<file path="config.mk">
export PLATFORM = sky130hd
export DESIGN_NAME = pipeline_stall_controller
export DESIGN_NICKNAME = d
export VERILOG_FILES = /design/src/rtl/pipeline_stall_controller.sv
export SDC_FILE = /design/constraint.sdc
export NUM_CORES = 1
export LEC_CHECK = 0
export ABC_AREA = 0
export BUFFER_PORTS_ARGS = -buffer_cell sky130_fd_sc_hd__buf_4
export CORE_MARGIN = 2
export CORE_UTILIZATION = 48
export CTS_BUF_LIST = sky130_fd_sc_hd__clkbuf_8
export DETAILED_ROUTE_END_ITERATION = 12
export PLACE_DENSITY = 0.82
export SYNTH_ARGS = -nofsm -noshare
export SYNTH_HDL_FRONTEND = slang
export SYNTH_SLANG_ARGS = --single-unit
</file>
<file path="constraint.sdc">
create_clock -name clk -period 2.1 [get_ports clk]
set_clock_uncertainty 0.2 [all_clocks]
set_input_delay 0.105 -clock clk [delete_from_list [all_inputs] [get_ports clk]]
set_output_delay 0.105 -clock clk [all_outputs]
set_load 0.01 [all_outputs]
</file>
<file path="src/rtl/pipeline_stall_controller.sv">
// Stall/flush/bubble arbiter for the 5-stage MIPS pipeline with SRAM wait tracking and watchdog.
// Define PERF_COUNTERS_EN to build the saturating stall/flush performance counters.
module pipeline_stall_controller #(
  parameter int MEM_TIMEOUT = 64,
  parameter int CNT_W       = 16
) (
  input  logic             clk,
  input  logic             rst_n,
  input  logic             hazard_Detected,
  input  logic             branch_taken,
  input  logic             mem_access,
  input  logic             sram_ready,
  output logic             freeze_pc,
  output logic             freeze_if_id,
  output logic             bubble_id_exe,
  output logic             flush_if_id,
  output logic             freeze_all,
  output logic             mem_error,
  output logic [CNT_W-1:0] stall_cycles,
  output logic [CNT_W-1:0] flush_events
);

  typedef enum logic [1:0] {
    RUN      = 2'd0,
    MEM_WAIT = 2'd1,
    ERROR    = 2'd2
  } state_t;

  localparam logic [7:0] TIMEOUT_C = 8'(MEM_TIMEOUT);

  state_t     state, state_nxt;
  logic [7:0] wait_cnt, wait_cnt_nxt;
  logic       mem_stall;

  assign mem_stall = mem_access && !sram_ready;

  always_ff @(posedge clk or negedge rst_n) begin
    if (!rst_n) begin
      state    <= RUN;
      wait_cnt <= 8'd0;
    end else begin
      state    <= state_nxt;
      wait_cnt <= wait_cnt_nxt;
    end
  end

  // mem_access dropping mid-wait is ignored: the access is only released by sram_ready.
  always_comb begin
    state_nxt    = state;
    wait_cnt_nxt = wait_cnt;
    unique case (state)
      RUN: begin
        if (mem_stall) begin
          state_nxt    = MEM_WAIT;
          wait_cnt_nxt = 8'd1;
        end
      end
      MEM_WAIT: begin
        if (sram_ready) begin
          state_nxt    = RUN;
          wait_cnt_nxt = 8'd0;
        end else if (wait_cnt == TIMEOUT_C) begin
          state_nxt = ERROR;
        end else begin
          wait_cnt_nxt = wait_cnt + 8'd1;
        end
      end
      ERROR: begin
        state_nxt = ERROR;
      end
      default: begin
        state_nxt    = RUN;
        wait_cnt_nxt = 8'd0;
      end
    endcase
  end

  // Priority in RUN: memory stall, then taken branch (squashes ID, so hazard is moot), then hazard.
  always_comb begin
    freeze_pc     = 1'b0;
    freeze_if_id  = 1'b0;
    bubble_id_exe = 1'b0;
    flush_if_id   = 1'b0;
    freeze_all    = 1'b0;
    mem_error     = 1'b0;
    if (rst_n) begin
      unique case (state)
        RUN: begin
          if (mem_stall) begin
            freeze_all   = 1'b1;
            freeze_pc    = 1'b1;
            freeze_if_id = 1'b1;
          end else if (branch_taken) begin
            flush_if_id   = 1'b1;
            bubble_id_exe = 1'b1;
          end else if (hazard_Detected) begin
            freeze_pc     = 1'b1;
            freeze_if_id  = 1'b1;
            bubble_id_exe = 1'b1;
          end
        end
        MEM_WAIT: begin
          freeze_all   = 1'b1;
          freeze_pc    = 1'b1;
          freeze_if_id = 1'b1;
        end
        ERROR: begin
          freeze_all   = 1'b1;
          freeze_pc    = 1'b1;
          freeze_if_id = 1'b1;
          mem_error    = 1'b1;
        end
        default: begin
          freeze_pc = 1'b0;
        end
      endcase
    end
  end

`ifdef PERF_COUNTERS_EN
  logic [CNT_W-1:0] stall_cnt, flush_cnt;

  function automatic logic [CNT_W-1:0] sat_inc(input logic [CNT_W-1:0] v);
    return (&v) ? v : v + CNT_W'(1);
  endfunction

  always_ff @(posedge clk or negedge rst_n) begin
    if (!rst_n) begin
      stall_cnt <= '0;
      flush_cnt <= '0;
    end else begin
      if (freeze_pc)   stall_cnt <= sat_inc(stall_cnt);
      if (flush_if_id) flush_cnt <= sat_inc(flush_cnt);
    end
  end

  assign stall_cycles = stall_cnt;
  assign flush_events = flush_cnt;
`else
  assign stall_cycles = '0;
  assign flush_events = '0;
`endif

endmodule

</file>
# Word-level counts from Yosys, hierarchy flattened
# Index checks and enable logic that the tools add are counted.
[totals]
regBits = 10
in_bits = 6
out_inout_bits = 38
word_cells = 42
[classes]
add_sub_neg = 1
n_eq_ne = 6
muxes = 26
bitwise = 1
reduce_logical = 6
[op_table]
columns = ["cell", "count"]
rows = [
  ["8-bit two-way mux", 3],
  ["8-bit case mux with 3 select lines", 1],
  ["1-bit two-way mux", 16],
  ["8-bit by 1-bit adder with 8-bit output, second input constant", 1],
  ["8-bit by 7-bit == test with 1-bit output, second input constant", 1],
  ["2-bit two-way mux", 3],
  ["3-bit != test, second input constant", 2],
  ["2-bit case mux with 3 select lines", 1],
  ["1-bit case mux with 2 select lines", 2],
  ["3-bit AND reduction", 1],
  ["2-bit by 1-bit == test with 1-bit output, second input constant", 1],
  ["2-bit == test, second input constant", 1],
  ["2-bit zero test", 1],
  ["2-bit != test, second input constant", 1],
  ["2-bit AND reduction", 1],
  ["2-bit OR reduction", 1],
  ["1-bit logical AND", 1],
  ["1-bit zero test", 1],
  ["1-bit NOT", 1],
]

# Depth between registers and ports, before layout
[depth]
ltp_word = 5
ltp_mapped = 6

# Worst setup path before layout
# Ideal clock, no wire load.
[synth_timing]
kind = "register -> register"
start = "register state[1]"
end = "register state[1]"
arrival_ns = 1.520
required_time_ns = 1.831
slack_ns = 0.311
stages_incl_launch_ff = 7
synth_period_minus_slack_ns = 1.789
cell_sequence = "dfrtp_1 -> inv_1 -> ha_1 -> clkbuf_1 -> and2_1 -> or4_1 -> nand3_1"
[synth_between]
elab_chain_len = 3
[synth_rtl]
columns = ["item", "line", "rtl"]
rows = [
  ["from (decl)", "31", "state_t state, state_nxt;"],
  ["from (signal assigned)", "42", "state <= state_nxt;"],
  ["2-bit by 1-bit == test with 1-bit output or 2-bit zero test (tied branches)", "51", "unique case (state)"],
  ["3-bit != test (no line) or 2-bit != test (tied branches)", "n/a", ""],
  ["2-bit AND reduction (no line)", "n/a", ""],
]
# Several ways; a longest one is shown, not always the timed one.
# A chain may end at the register's enable or synchronous reset.

# Final worst setup path
[layout_timing]
start = "register wait_cnt[0]"
end = "register state[1]"
[layout_between]
elab_chain_len = 3
[layout_rtl]
columns = ["item", "line", "rtl"]
rows = [
  ["from (decl)", "32", "logic [7:0] wait_cnt, wait_cnt_nxt;"],
  ["from (signal assigned)", "43", "wait_cnt <= wait_cnt_nxt;"],
  ["8-bit by 7-bit == test with 1-bit output", "62", "end else if (wait_cnt == TIMEOUT_C) begin"],
  ["3-bit != test (no line)", "n/a", ""],
  ["2-bit AND reduction (no line)", "n/a", ""],
]
# Every way passes these cells.

==> results.md <==
- Status: finished, final reports clean
- Top area cells in the synthesized netlist: dfrtp_1, buf_4, ha_1
- First-pass DRT Iterations: 4
- GP Congestion: just over 0.8
- Crit start category: register
- Area leader, netlist: dfrtp_1
- Core ar.: slightly below 0.002 mm²
- Critical path cell sequence: inv_1 > ha_1 > nor4b_2 > nand4b_2 > or4_1 > nand3_1
- Share of cells above drive strength 1: around 16%
- Clock root cell: clkbuf_8
- Diodes inserted: 0
- Period utilization: a little over nine tenths
- Tot Pwr: 0.0008466 W
- Max Slew Vio Count: 0
- Worst reg2reg path endpoint: state[1]
- Synthesized cell area: 965.9 µm²
- Layout Area Growth over Synthesis: 4.793%
- Hpwl dp: between 1000 and 1500 µm
- CP endpoint kind: register
- WP buf/inv: 1
- Synth Area in Compound Gates: 19.69%
- CTS Buffer Depth: 2
- Post-route ant nets: 0
- Post-Synth Simple-Gate Area: 17.49%
- Worst-path clk slew: about 0.05 ns
- H-tree lvl count: 1
- Leak: 0.5126 nW
- HP Class: in2async
- R2r startpoint: wait_cnt[0]
- Cell Rows: 16
- Setup TNS Final: 0 ns
- Nets: between 100 and 150
- Ys Warns: 0
- Overflow left after global routing: 0
- Synth Area per Inst: between 8 and 9 µm²
- Drt total wl: between 1500 and 2000 µm
- Clk sink count: 10
- PwrDens: approximately 840 mW/mm²
- I/O Pins: 44
- Final Critical Period: ~2 ns
- Via count: between 700 and 800
- Slowest-stage cell, CP: or4_1
- Via-per-instance ratio: between 4 and 5
- Total GRT Usage: 15.19%
- XOR/XNOR share of the synthesized area: 0%
- Fillcell total: a little under 200
- Max Freq: ~510 MHz
- Starting DRC count in detailed routing: 17
- Worst path required time: roughly 2.1 ns
- Multiplexer share of the synthesized area: 0%
- Cts bufs inserted: 3
- Synth top area share: approximately a quarter
- Largest family of logic cells by synthesized area: buffers and inverters
- Die Wd: a little under 50 µm
- I/O Buffers: 11
- Fin. Hold Viols: 0
- Vias in the first global route: about 640
- CP max stage delay: about 0.45 ns
- Seq. cell area: between 200 and 300 µm²
- Mapped Cells: 115
- Worst path arrival time: 1.95 ns
- # DRC: 0
- Cell family with most CP delay: simple AND/OR/NAND/NOR gates
- Sequential-to-total area share from yosys stat: 25.91%
- DIE HEIGHT: 48.86 µm
- Library cells used by synthesis: 31
- CTS tree: yes
- Max-cap viol count: 0
- Clock Latency Late Sink: 0.24 ns
- Kind of critical path: reg2reg
- Largest net degree at the start of global routing: 15
- Ys async rst share: 100.0%
- Yosys reg bits: 10
- Setup violators final: 0
- Starting density of the core: between 50% and 60%
- RSZ-0062 raised after global routing: false
- Peak VDD IR: between 0.4 and 0.5 mV
- DIE AREA: around 0.0024 mm²
- Worst R2R Setup Slack: ~0.13 ns
- Initial antenna violation count: 0
- Worst reg2reg path depth: 6
- Post-Synth Adder-Cell Area: around 8%
- Number of flops mapped to enable cells by yosys: 0
- Dominant register cell in the synthesized netlist: dfrtp_1
- Routed len/inst: roughly 12 µm
- First-pass GRT wire length: around 2800 µm
- Crit path max fanout: 8
- Footprint of the multi-input gates: about 550 µm²
[power breakdown]
| part | internal [W] | switching [W] | leakage (nW) |
|---|---|---|---|
| sequential | 0.000222 | 0.0000305 | 0.135 |
| clock | 0.000165 | 0.0000831 | 0.0288 |
| combinational | 0.000137 | 0.000209 | 0.348 |
| total | 0.000524 | 0.000322 | 0.513 |
[metal layers]
metal  part of all wire [%]  vias to the layer above  GRT usage, %  wire (µm)
met3                    6.0                        5         3.067        110
li1                       -                      360             -          -
met1                     45                      357         20.08        828
met5                      0                        -             0          0
met2                     47                       27         22.83        857
met4                    2.0                        0         9.048         37
[worst max path at each step]
| stage | end | slack, ns | depth (start not counted) | start |
|---|---|---|---|---|
| floorplan | state[1] | 0.31 | 6 | state[1] |
| global placement | state[1] | 0.20 | 6 | wait_cnt[0] |
| detailed placement | state[1] | 0.13 | 6 | wait_cnt[0] |
| CTS | state[1] | 0.13 | 6 | wait_cnt[0] |
| global route | state[1] | 0.002 | 6 | wait_cnt[0] |
| finish | state[1] | 0.13 | 6 | wait_cnt[0] |
[cell usage after synthesis (3+ instances only)]
| master | n |
|---|---|
| nand2b_1 | 3 |
| inv_1 | 7 |
| a21oi_1 | 5 |
| buf_4 | 33 |
| and2_1 | 3 |
| o21ai_0 | 9 |
| nand2_1 | 5 |
| ha_1 | 6 |
| nand3_1 | 4 |
| dfrtp_1 | 10 |
| nor2_1 | 5 |
[worst register-to-register path: stages, from the launching register on]
cell and delay [ns]:
dfrtp_1 0.42, inv_1 0.09, ha_1 0.15, nor4b_2 0.25
nand4b_2 0.25, or4_1 0.45, nand3_1 0.10
[layout by cell type (no fill, tap or decap)]
| cell | instances |
|---|---|
| o211a_1 | 1 |
| dlygate4sd3_1 | 1 |
| a21o_2 | 2 |
| conb_1 | 32 |
| dfrtp_1 | 10 |
| nor2_1 | 5 |
| o31ai_1 | 2 |
| buf_4 | 11 |
| nand2_1 | 5 |
| o21ai_1 | 1 |
| clkbuf_8 | 4 |
| a21o_1 | 1 |
| a32o_1 | 1 |
| o21ai_0 | 8 |
| nor3_1 | 1 |
| o311ai_0 | 1 |
| nand4_1 | 2 |
| nand4b_2 | 1 |
| a211oi_2 | 1 |
| and3_1 | 2 |
| a31oi_1 | 2 |
| nand2b_1 | 3 |
| a22oi_1 | 1 |
| nor4b_2 | 1 |
| ha_1 | 6 |
| nand3_1 | 4 |
| o311a_1 | 1 |
| or4_1 | 1 |
| nor2b_1 | 1 |
| inv_1 | 7 |
| a21oi_1 | 5 |
| and2_1 | 3 |
| a22o_1 | 1 |
[flip-flops by register name, summed over array words and instances, names as in the netlist]
name and flops:
wait_cnt 8, state 2
[cell type report]
class / instances / area share, %
Multi-Input combinational cell: 95 / 54.76
Sequential cell: 10 / 24.72
Timing Repair Buffer: 12 / 9.147
Clock buffer: 4 / 5.439
Tap cell: 27 / 3.337
Inverter: 7 / 2.596
[cell families after synthesis]
kind of cell             Yosys count
buffers and inverters             41
AND/OR/NAND/NOR                   29
AO/OA/AOI/OAI                     28
flip-flops                        10
adder cells (fa/ha/maj)            6
other                              1
[metrics by stage]
stage	area [µm²]	instances	setup slack (ns)	utilization (%)	hold slack (ns)
floorplan	1082	146	0.3105	-	-0.3906
global placement	947.2	150	0.1967	49.28	-0.2456
detailed placement	947.2	150	0.1330	49.28	-0.2428
CTS	1012	155	0.1297	52.67	0.04724
global route	1012	155	0.002110	52.67	0.07166
finish	1012	155	0.1261	52.67	0.04295
[what timing repair did]
| action | in CTS | in global routing |
|---|---|---|
| buffers inserted | 0 | 0 |
| hold endpoints to repair | 10 | 0 |
| gates resized for setup | 0 | 1 |
| hold buffers | 1 | 0 |
| endpoints found under the setup margin | 0 | 1 |
Note: power is estimated with default switching activity, not from simulation.
